## src/rtl/spu_datapath_pipe.sv

```systemverilog
// rtl/spu_datapath_pipe.sv - two-stage SPU datapath: register file, 8-op ALU, write-back mux, EX/WB stage
//
// Optional feature macro: SPU_DP_BYPASS_EN
//   defined   : stage data forwarded to rp/rq operands, never stalls (hazard=0, in_ready=1)
//   undefined : RAW conflict with the pending write raises hazard and stalls issue one cycle
//
// Ports
//   clk, rst              clock (rising edge), asynchronous active-low reset
//   in_valid / in_ready   op handshake from the controller; issue = in_valid & in_ready
//   rp_addr, rq_addr      operand read addresses
//   w_addr, w_en          destination register and write enable
//   wb_sel                0=ALU 1=dm_r_data 2=imm 3=zero
//   alu_op                0 pass,1 add,2 sub,3 and,4 or,5 xor,6 shl,7 shr
//   imm, imm_sext         immediate and its extension mode
//   dm_r_data             memory read data (issue cycle)
//   dm_w_data, rp_zero    rp operand and its zero test (combinational)
//   flag_z/c/n            registered ALU flags
//   wb_valid              register write committed this cycle
//   hazard                RAW stall indicator
module spu_datapath_pipe #(
    parameter int WIDTH = 16,
    parameter int NREGS = 16,
    parameter int IMM_W = 8,
    localparam int AW = $clog2(NREGS)
) (
    input  logic             clk,
    input  logic             rst,
    input  logic             in_valid,
    output logic             in_ready,
    input  logic [AW-1:0]    rp_addr,
    input  logic [AW-1:0]    rq_addr,
    input  logic [AW-1:0]    w_addr,
    input  logic             w_en,
    input  logic [1:0]       wb_sel,
    input  logic [2:0]       alu_op,
    input  logic [IMM_W-1:0] imm,
    input  logic             imm_sext,
    input  logic [WIDTH-1:0] dm_r_data,
    output logic [WIDTH-1:0] dm_w_data,
    output logic             rp_zero,
    output logic             flag_z,
    output logic             flag_c,
    output logic             flag_n,
    output logic             wb_valid,
    output logic             hazard
);

    localparam int SW = $clog2(WIDTH);

    logic [WIDTH-1:0] r_regs [NREGS];
    logic             r_st_valid;
    logic [AW-1:0]    r_st_addr;
    logic [WIDTH-1:0] r_st_data;
    logic             r_flag_z;
    logic             r_flag_c;
    logic             r_flag_n;

    logic [WIDTH-1:0] w_rp;
    logic [WIDTH-1:0] w_rq;
    logic [SW-1:0]    w_sh;
    logic [WIDTH-1:0] w_res;
    logic             w_c;
    logic [WIDTH-1:0] w_imm_ext;
    logic [WIDTH-1:0] w_wb_data;
    logic             w_issue;

`ifdef SPU_DP_BYPASS_EN
    // Pending stage write is forwarded so dependent ops issue back-to-back.
    assign w_rp     = (r_st_valid && (r_st_addr == rp_addr)) ? r_st_data : r_regs[rp_addr];
    assign w_rq     = (r_st_valid && (r_st_addr == rq_addr)) ? r_st_data : r_regs[rq_addr];
    assign hazard   = 1'b0;
    assign in_ready = 1'b1;
`else
    // Stage valid already implies the op had w_en; stall until the write lands.
    assign w_rp     = r_regs[rp_addr];
    assign w_rq     = r_regs[rq_addr];
    assign hazard   = r_st_valid && ((r_st_addr == rp_addr) || (r_st_addr == rq_addr));
    assign in_ready = ~hazard;
`endif

    assign w_issue   = in_valid & in_ready;
    assign w_sh      = w_rq[SW-1:0];
    assign dm_w_data = w_rp;
    assign rp_zero   = (w_rp == '0);
    assign wb_valid  = r_st_valid;
    assign flag_z    = r_flag_z;
    assign flag_c    = r_flag_c;
    assign flag_n    = r_flag_n;

    always_comb begin
        w_res = '0;
        w_c   = 1'b0;
        case (alu_op)
            3'd0: w_res = w_rp;
            3'd1: {w_c, w_res} = {1'b0, w_rp} + {1'b0, w_rq};
            3'd2: begin
                w_res = w_rp - w_rq;
                w_c   = (w_rp < w_rq);
            end
            3'd3: w_res = w_rp & w_rq;
            3'd4: w_res = w_rp | w_rq;
            3'd5: w_res = w_rp ^ w_rq;
            // The extra bit above/below the operand catches the last bit shifted out;
            // a zero shift leaves it at 0.
            3'd6: {w_c, w_res} = {1'b0, w_rp} << w_sh;
            3'd7: {w_res, w_c} = {w_rp, 1'b0} >> w_sh;
            default: w_res = '0;
        endcase
    end

    always_comb begin
        w_imm_ext              = {WIDTH{imm_sext & imm[IMM_W-1]}};
        w_imm_ext[IMM_W-1:0]   = imm;
    end

    always_comb begin
        w_wb_data = '0;
        case (wb_sel)
            2'd0: w_wb_data = w_res;
            2'd1: w_wb_data = dm_r_data;
            2'd2: w_wb_data = w_imm_ext;
            default: w_wb_data = '0;
        endcase
    end

    always_ff @(posedge clk or negedge rst) begin
        if (!rst) begin
            for (int i = 0; i < NREGS; i++) begin
                r_regs[i] <= '0;
            end
            r_st_valid <= 1'b0;
            r_st_addr  <= '0;
            r_st_data  <= '0;
            r_flag_z   <= 1'b0;
            r_flag_c   <= 1'b0;
            r_flag_n   <= 1'b0;
        end else begin
            if (r_st_valid) begin
                r_regs[r_st_addr] <= r_st_data;
            end
            r_st_valid <= w_issue & w_en;
            if (w_issue) begin
                r_st_addr <= w_addr;
                r_st_data <= w_wb_data;
            end
            if (w_issue && (wb_sel == 2'd0)) begin
                r_flag_z <= (w_res == '0);
                r_flag_c <= w_c;
                r_flag_n <= w_res[WIDTH-1];
            end
        end
    end

endmodule

```

## config.mk

```make
export PLATFORM = sky130hd
export DESIGN_NAME = spu_datapath_pipe
export DESIGN_NICKNAME = d
export VERILOG_FILES = /design/src/rtl/spu_datapath_pipe.sv
export SDC_FILE = /design/constraint.sdc
export NUM_CORES = 1
export LEC_CHECK = 0
export ABC_CLOCK_PERIOD_IN_PS = 4400
export CAP_MARGIN = 5
export CELL_PAD_IN_SITES_DETAIL_PLACEMENT = 2
export CELL_PAD_IN_SITES_GLOBAL_PLACEMENT = 2
export CORE_UTILIZATION = 40
export CTS_CLUSTER_DIAMETER = 50
export DETAILED_ROUTE_END_ITERATION = 10
export DONT_BUFFER_PORTS = 1
export GPL_TIMING_DRIVEN = 0
export PLACE_DENSITY = 0.85
export SLEW_MARGIN = 20
export SYNTH_ARGS = -nofsm -noshare
export SYNTH_HDL_FRONTEND = slang
export SYNTH_SLANG_ARGS = --single-unit
```

## constraint.sdc

```tcl
create_clock -name clk -period 4.4 [get_ports clk]
set_clock_uncertainty 0.1 [all_clocks]
set_input_delay 1.32 -clock clk [delete_from_list [all_inputs] [get_ports clk]]
set_output_delay 1.32 -clock clk [all_outputs]
set_load 0.01 [all_outputs]
```

-- After elaboration in Yosys (flattened, before gate mapping)
Index checks and enable logic that the tools add are counted.
- flip-flop bits (word level): 280
- latch bits: 0
- memory bits (writable): 0
- ROM bits: 0
- bits of input ports: 46
- output and inout bits: 23
- word-level logic and storage cells: 72
- memories: 0
- $add $sub $neg: 2
- multiply operators: 0
- div/mod/pow operators: 0
- $lt $le $gt $ge: 5
- equal/unequal tests: 11
- shifts and indexed selects: 2
- multiplexer cells: 12
- bitwise operators: 10
- reduce and logical (&&, ||, !) cells: 8
- operators with widths (kind ; number):
    bitwise mux 256 bit ; 1
    binary-select mux 16 bit (select 4 bit) ; 2
    case mux 16 bit (8 select lines) ; 1
    two-way mux 16 bit ; 5
    demux 16 bit (select 4 bit) ; 1
    case mux 16 bit (3 select lines) ; 1
    logical NOT 16 bit ; 2
    adder 16 x 16 -> 17 bit ; 1
    left shift 16 x 4 -> 17 bit ; 1
    right shift 17 x 4 -> 17 bit ; 1
    bitwise AND 16 bit ; 1
    less-than comparator 16 bit ; 1
    bitwise OR 16 bit ; 1
    subtractor 16 bit ; 1
    XOR 16 bit ; 1
    >= comparator 5 bit, second input constant ; 3
    NOT 4 -> 5 bit ; 3
    == test 3 bit, second input constant ; 4
    == test 4 bit ; 2
    == test 3 x 2 -> 1 bit, second input constant ; 2
    less-than comparator 5 x 1 -> 1 bit, second input constant ; 1
    case mux 1 bit (4 select lines) ; 1
    bitwise AND 1 bit ; 3
    == test 3 x 1 -> 1 bit, second input constant ; 1
    other kinds (7) ; 9

-- Longest topological paths before layout
Gate-level depths: netlist of run 1.
- word-level depth: 7
- gate-level depth with buffers: 23
- gate-level depth less buffers: 19

-- Worst setup path before layout of run 1
OpenSTA, ideal clock, no wires.
- path type: input-to-reg
- from: in rq_addr[0]
- to: reg r_st_data[13]
- library setup time: 0.126 ns
- data arrival time: 6.314 ns
- data required time: 4.174 ns
- setup slack: -2.140 ns
- stages: 21
- path buffers: 5
- path through: buf_6 > buf_6 > buf_1 > buf_1 > mux4_2 > mux4_2 > inv_1 > ha_1 > clkbuf_1 > inv_1 > o21ai_0 > a221oi_1 > o211ai_1 > a21oi_1 > o21bai_1 > a21o_1 > a221o_1 > a21oi_1 > a21o_1 > o21ai_1 > a221o_1
- word-level cells in the longest chain between the ends: 7
- elaborated cells between the ends (all ways): 18
- those cells by class: add/sub: 2; eq/ne: 1; shift: 2; mux: 5; bitwise: 6; reduce/logical: 2
- ends and longest elaborated chain (what ; RTL line ; source):
    start, declared ; 31 ; input logic [AW-1:0] rq_addr,
    NOT 4 -> 5 bit (not written as such) ; 76 ; assign w_rq = r_regs[rq_addr];
    binary-select mux 16 bit (select 4 bit) ; 76 ;
    two-way mux 16 bit (not written as such) (2 in a row) ; 76 ;
    subtractor 16 bit (tied with other cells) ; 97 ; w_res = w_rp - w_rq;
    case mux 16 bit (8 select lines) ; 93 ; case (alu_op)
    case mux 16 bit (3 select lines) ; 118 ; case (wb_sel)
    end signal, assigned ; 144 ; r_st_data <= w_wb_data;
    end, declared ; 53 ; logic [WIDTH-1:0] r_st_data;
Parallel ways exist; a longest one is shown, timed or not. The select of a mux whose other input is x is not followed.
A chain may end at the register's enable or synchronous reset.

-- Worst setup path after layout of run 1
- from: in rp_addr[0]
- to: reg r_st_data[15]
- word-level cells in the longest chain between the ends: 7
- elaborated cells between the ends (all ways): 18
- those cells by class: add/sub: 2; eq/ne: 1; shift: 2; mux: 5; bitwise: 6; reduce/logical: 2
- ends and longest elaborated chain (what ; RTL line ; source):
    start, declared ; 30 ; input logic [AW-1:0] rp_addr,
    NOT 4 -> 5 bit (not written as such) * ; 75 ; assign w_rp = r_regs[rp_addr];
    binary-select mux 16 bit (select 4 bit) * ; 75 ;
    two-way mux 16 bit (not written as such) * (2 in a row) ; 75 ;
    named net dm_w_data[9] ; 39 ; output logic [WIDTH-1:0] dm_w_data,
    subtractor 16 bit (tied with other cells) ; 97 ;
    case mux 16 bit (8 select lines) * ; 93 ;
    case mux 16 bit (3 select lines) * ; 118 ;
The timed path passes the listed nets; every way through them passes the cells marked *. The select of a mux whose other input is x is not followed.

==> impl_results.md, run 1 <==
- Final setup violation count: 31
- Met2 wire length: 52900 um
- Slowest stage delay, CP: 0.98 ns
- Switch share: 45.2%
- Crit start category: input pin
- P_int: 7790 uW
- Clk sinks: 280
- Period utilization: 136%
- CTS Root Cell: clkbuf_16
- Total track usage: 45.9%
- Leading area contributor after synthesis: dfrtp_1
- Share of post-route cells with drive strength above 1: 49.2%
- Crit path DAT: 6.32 ns
- Post-synth EDFFs: 0
- Detailed placement HPWL: 63300 um
- Seq cells post-synth: 280
- Clock power share: 22.7%
- F_max: 167 MHz
- Row cnt: 79
- Synth top area cells: dfrtp_1, mux2_2, mux4_2
- Crit end category: flip-flop
- Failing checks: capacitance limit, slew limit, setup timing
- Critical path fanouts, max: 10
- Number of H-tree levels: 2
- Area grow syn2layout: 27.9%
- Die X: 221 um
- Vias in the first global route: 20.2k
- Register area share after synthesis: 36.4%
- Avg Cell Area, Syn: 11.5 um2
- Met1 WL: 40200 um
- Static leakage: 0.0103 uW
- Synthesized area: 19200 um2
- RSZ-0062 raised after global routing: true
- Hold Vio Cnt, Final: 0
- Maximum clock path buffer count: 3
- Power Density: 578 nW/um2
- Drt total wl: 122000 um
- Starting Density: 41.0%
- Peak supply drop: 0.485 mV
- Residual DRC: 0
- Vias: 19.2k
- Clock buffer count from CTS: 35
- GP Congestion: 0.979
- Top cell type's share of synthesized area: 36.4%
- Relative slew margins: -8.20%
- Antenna-violating nets left: 0
- CTS hold repair buffers: 0
- First-pass DRT Iterations: 6
- Asr flop ratio synth: 100%
- Slew @ Worst Pin: 1.62 ns
- Clk slew on worst S/H paths: 0.07 ns
- Largest net degree at the start of global routing: 281
- CP Cell Sequence: buf_12 > buf_12 > buf_12 > mux2i_1 > a221oi_4 > buf_6 > nor3_4 > nor2_4 > inv_4 > ha_4 > clkbuf_4 > inv_1 > o211ai_1 > a21oi_1 > o21bai_1 > a211oi_2 > mux2i_1 > a211oi_2 > a22oi_2 > a211oi_4 > nor2_2
- Setup WS post-layout: -1.60 ns
- Clock Latency Late Sink: 0.57 ns
- Yosys warnings: 0
- Status: finished, violations left
- WP depth: 21
- Initial antenna violation count: 12
- Reg2reg path depth: 18
- Grt ovf: 0
- Worst path slowest cell: mux2i_1
- Gate power share: 47.0%
- Kind of critical path: input pin to flip-flop
- Vias per cell: 7.67
- Setup TNS: -25.33 ns
- Flop pwr share: 30.3%
- CP most frequent cell: buf_12
- Crit path time final: 6.00 ns
- Max_cap viols: 3
- Initial drt markers: 2383
- I/O pins: 69
- Post-Syn Instances: 1675
- Delay-heaviest family, CP: compound AO/OA/AOI/OAI gates
- Core area: 47000 um2
- Metal3 WL: 14900 um
- Slew Viols, Final: 19
- Full die area: 49000 um2
- Yosys cell types: 92
- Global-route wire length before repair: 159000 um
- Sw power: 6420 uW
- Top Layer Used: met5
- Die Y: 221 um
- Req. time, crit path: 4.72 ns
- Nets: 1959
- CTS tree: built
- CP bufs+invs: 7
- WL per Instance: 48.8 um
- Hold crit path type: input pin to asynchronous set/reset pin
- Main flop type after synthesis: dfrtp_1
- Port bufs: 0
- Fin util: 52.4%
- Synth Net Count: 1773
==> cells in the final DEF (no fill, tap or decap), types with 9 or more instances in the layout <==
master       n
inv_2       15
ha_1        32
mux2i_2     12
buf_12      25
a22oi_2     11
dfrtp_1    280
nand2_1     67
mux2_2     258
mux4_2     120
clkbuf_16   40
buf_2        9
a21oi_2     19
xor2_1      10
buf_16       9
inv_1       26
o21ai_2     17
buf_4      118
clkbuf_1    60
o21ai_1     28
o21ai_0     32
a21oi_1     76
o22ai_2      9
nand3_1     21
mux2i_1     48
nor2_2      13
nand2b_1    17
a221oi_2    13
nor2_1      89
nor3_1      15
ha_4        14
nor2_4      11
o22ai_1     24
nand2_2      9
buf_6       26
==> power groups by stage <==
| stage | logic (uW) | registers [uW] | clock network [uW] |
|---|---|---|---|
| 2_1_floorplan | 3310 | 3640 | 0 |
| 3_3_place_gp | 4460 | 3770 | 0 |
| 3_5_place_dp | 4700 | 3940 | 0 |
| 4_1_cts | 5700 | 4010 | 3080 |
| 5_1_grt | 6780 | 4250 | 3270 |
| 6_report | 6680 | 4300 | 3230 |
==> flip-flops by register name (all words and copies together), names as in the netlist <==
signal,flops
flag_n,1
flag_z,1
flag_c,1
wb_valid,1
r_st_addr,4
r_st_data,16
r_regs,256
==> logic make-up (layout without fill, tap and decap cells) <==
family                     Yosys count  in the layout  synth area share (%)
buffers and inverters              191            393                  4.65
xor gates and xnor gates            17             17                 0.774
AOI/OAI and AO/OA                  382            383                  14.1
and+or+nand+nor                    303            310                  7.63
other                                0              6                     0
muxes                              450            450                  33.0
adders and majority gates           52             52                  3.46
DFF                                280            280                  36.4
==> routing by layer <==
metal / up-vias / track usage, %
li1: 6757 / -
met1: 9804 / 51.4
met2: 1731 / 71.2
met3: 852 / 14.1
met4: 6 / 40.0
met5: - / 0.0978
==> cell type report <==
| type | instances | area (um2) |
|---|---|---|
| diodes | 6 | 15.0 |
| plain buffers | 131 | 1160 |
| clock buffers | 44 | 982 |
| clock inverters | 17 | 196 |
| fillers | 4359 | 22400 |
| inverters | 57 | 278 |
| multi-input cells | 1212 | 12800 |
| flip-flops and latches | 280 | 7010 |
| well taps | 607 | 759 |
| repair buffers | 144 | 1360 |
==> Yosys cell counts, types with 16 or more instances <==
| cell | n |
|---|---|
| o21ai_1 | 21 |
| nand3_1 | 22 |
| a21oi_1 | 98 |
| buf_2 | 26 |
| mux2_2 | 261 |
| mux4_2 | 120 |
| dfrtp_1 | 280 |
| o21ai_0 | 58 |
| inv_1 | 49 |
| o22ai_1 | 33 |
| nor3_1 | 18 |
| nand2b_1 | 19 |
| nor2_1 | 103 |
| buf_1 | 16 |
| clkbuf_1 | 74 |
| mux2i_1 | 68 |
| ha_1 | 50 |
| nand2_1 | 70 |
| a221oi_1 | 22 |
==> final timing paths <==
path | from | endpoint | slack [ns]
setup / recovery | rp_addr[0] | r_st_data[15] | -1.60
hold / removal | rst | r_regs[16] | 0.35
setup reg to reg | r_regs[105] | r_st_data[15] | -0.77
hold reg to reg | r_regs[159] | r_regs[159] | 0.45
max in group asynchronous | rst | flag_c | 3.29
min in group clk | r_regs[159] | r_regs[159] | 0.45
==> repair_timing <==
item | in CTS | in global routing
resized for setup | 304 | 95
endpoints found under the setup margin | 41 | 33
pin swaps | 105 | 89
gates cloned | 9 | 1
buffers inserted | 102 | 42
==> stage by stage <==
stage / total power [uW] / area [um2] / setup slack [ns] / std cells / hold slack, ns
final: 14200 / 24600 / -1.60 / 2498 / 0.350
after global routing: 14300 / 24600 / -1.52 / 2496 / 0.346
after CTS: 12800 / 23800 / -0.976 / 2452 / 0.369
after detailed placement: 8640 / 20300 / -3.10 / 2282 / 0.416
after global placement: 8240 / 20300 / -2.82 / 2282 / 0.388
after floorplan: 6950 / 19600 / -0.922 / 1675 / 0.362
(Power assumes the default switching activity.)
==> run 2, diff against run 1 <==
Settings changed: SETUP_SLACK_MARGIN set to 0.1.
==> impl_results.md, run 2 (synthesis gave the netlist of run 1 again) <==
- Status: finished, violations left
- Failing checks: capacitance limit, setup timing
- First-pass DRT Iterations: 5
- Metal3 WL: 14400 um
- Crit start category: input pin
- Worst path slowest cell: a221oi_4
- Crit path time final: 5.71 ns
- Biggest regs: r_regs x256, r_st_data x16, r_st_addr x4
- Non-Filler Instances: 2492
- Starting Density: 41.0%
- Die X: 221 um
- Delay-heaviest family, CP: compound AO/OA/AOI/OAI gates
- Drt total wl: 122000 um
- Worst Hold Slack: 0.360 ns
- Crit path DAT: 6.03 ns
- Port bufs: 0
- Setup WS pre-CTS: -3.10 ns
- Top Layer Used: met5
- Commonest non-fill, non-tap cell in the layout: dfrtp_1
- Vias in the first global route: 19.9k
- Hold crit path type: input pin to asynchronous set/reset pin
- CTS hold repair buffers: 0
- Most flop-heavy register: r_regs
- Largest register FFs: 256
- Area grow syn2layout: 28.3%
- Clk slew on worst S/H paths: 0.07 ns
- CP bufs+invs: 7
- Hold Vio Cnt, Final: 0
- Placed cells: 2282
- Setup TNS: -22.22 ns
- CTS tree: built
- Row cnt: 79
- Fill count: 4338
- Met2 wire length: 52400 um
- Slew Viols, Final: 0
- Global-route wire length before repair: 158000 um
- Residual DRC: 0
- Largest net degree at the start of global routing: 281
- Initial drt markers: 2341
- Req. time, crit path: 4.72 ns
- Core area: 47000 um2
- Share of post-route cells with drive strength above 1: 49.5%
- CP Cell Sequence: buf_12 > buf_12 > buf_16 > buf_16 > mux2i_4 > a221oi_4 > a21oi_4 > nor2_4 > inv_4 > ha_4 > clkbuf_4 > inv_1 > o211ai_1 > a21oi_1 > o21bai_1 > a211oi_2 > mux2i_1 > a211oi_2 > a22oi_2 > a211oi_4 > nor2_2
- Antenna-violating nets left: 0
- Detailed placement HPWL: 63300 um
- CTS Root Cell: clkbuf_16
- Maximum clock path buffer count: 3
- Commonest cells after routing, fill and taps aside: dfrtp_1, mux2_2, mux4_2, buf_4, nor2_1
- RSZ-0062 raised after global routing: true
- Multi-input logic area: 12900 um2
- Setup WS post-layout: -1.31 ns
- Peak supply drop: 0.454 mV
- Vias: 19.1k
- Final setup violation count: 33
- Slowest stage delay, CP: 0.64 ns
- GP Congestion: 0.979
- Static leakage: 0.0104 uW
- WL per Instance: 48.8 um
- Nets: 1958
- Slew @ Worst Pin: 1.49 ns
- Kind of critical path: input pin to flip-flop
- Vias per cell: 7.65
- FF+latch area: 7010 um2
- Clk sinks: 280
- Total track usage: 45.4%
- Clock buffer count from CTS: 35
- Critical path fanouts, max: 10
- F_max: 175 MHz
- Initial antenna violation count: 6
- Max_cap viols: 1
- Full die area: 49000 um2
- Period utilization: 130%
- Tot Pwr: 14200 uW
- Crit end category: flip-flop
- Met1 WL: 41500 um
- I/O pins: 69
- Number of H-tree levels: 2
- Power Density: 576 nW/um2
- Clock Latency Late Sink: 0.57 ns
- Grt ovf: 0
- Die Y: 221 um
- Relative slew margins: 0.360%
## run 2: timing repair
item,in CTS,in global routing
hold endpoints to repair,0,0
resized for setup,311,98
pin swaps,87,93
gates cloned,9,1
setup buffers,101,39
endpoints found under the setup margin,41,34
## run 2: path summary, 6_finish.rpt
kind | cells past startpoint | startpoint | slack [ns] | to
hold / removal | 0 | rst | 0.36 | r_regs[16]
setup reg to reg | 21 | r_regs[192] | -0.51 | r_st_data[14]
setup / recovery | 21 | rp_addr[0] | -1.31 | r_st_data[15]
hold reg to reg | 1 | r_regs[221] | 0.46 | r_regs[221]
min in group clk | 1 | r_regs[221] | 0.46 | r_regs[221]
max in group asynchronous | 0 | rst | 3.12 | flag_c
## run 2: stage by stage
step	util (%)	cell area, um2
4_1_cts	50.8	23800
3_5_place_dp	43.3	20300
3_3_place_gp	43.3	20300
2_1_floorplan	-	19600
5_1_grt	52.5	24700
6_report	52.5	24700
## run 2: routing by layer
layer,up-vias,track usage [%]
met1,9677,51.8
li1,6756,-
met4,8,38.7
met3,788,12.9
met5,-,0.0978
met2,1829,70.5
## run 2: cell type report
type                            count  share of cell area (%)
Antenna cell                        1                  0.0101
Buffer                            133                    4.88
Clock buffer                       44                    3.98
Clock inverter                     17                   0.796
Inverter                           57                    1.09
Multi-Input combinational cell   1212                    52.3
Sequential cell                   280                    28.4
Tap cell                          607                    3.08
Timing Repair Buffer              141                    5.50
## run 2: power by group
part | switching (uW) | leakage (uW) | internal, uW
Combinational | 3940 | 0.00607 | 2760
Sequential | 1040 | 0.00373 | 3260
Clock | 1440 | 0.000585 | 1790
Total | 6410 | 0.0104 | 7810
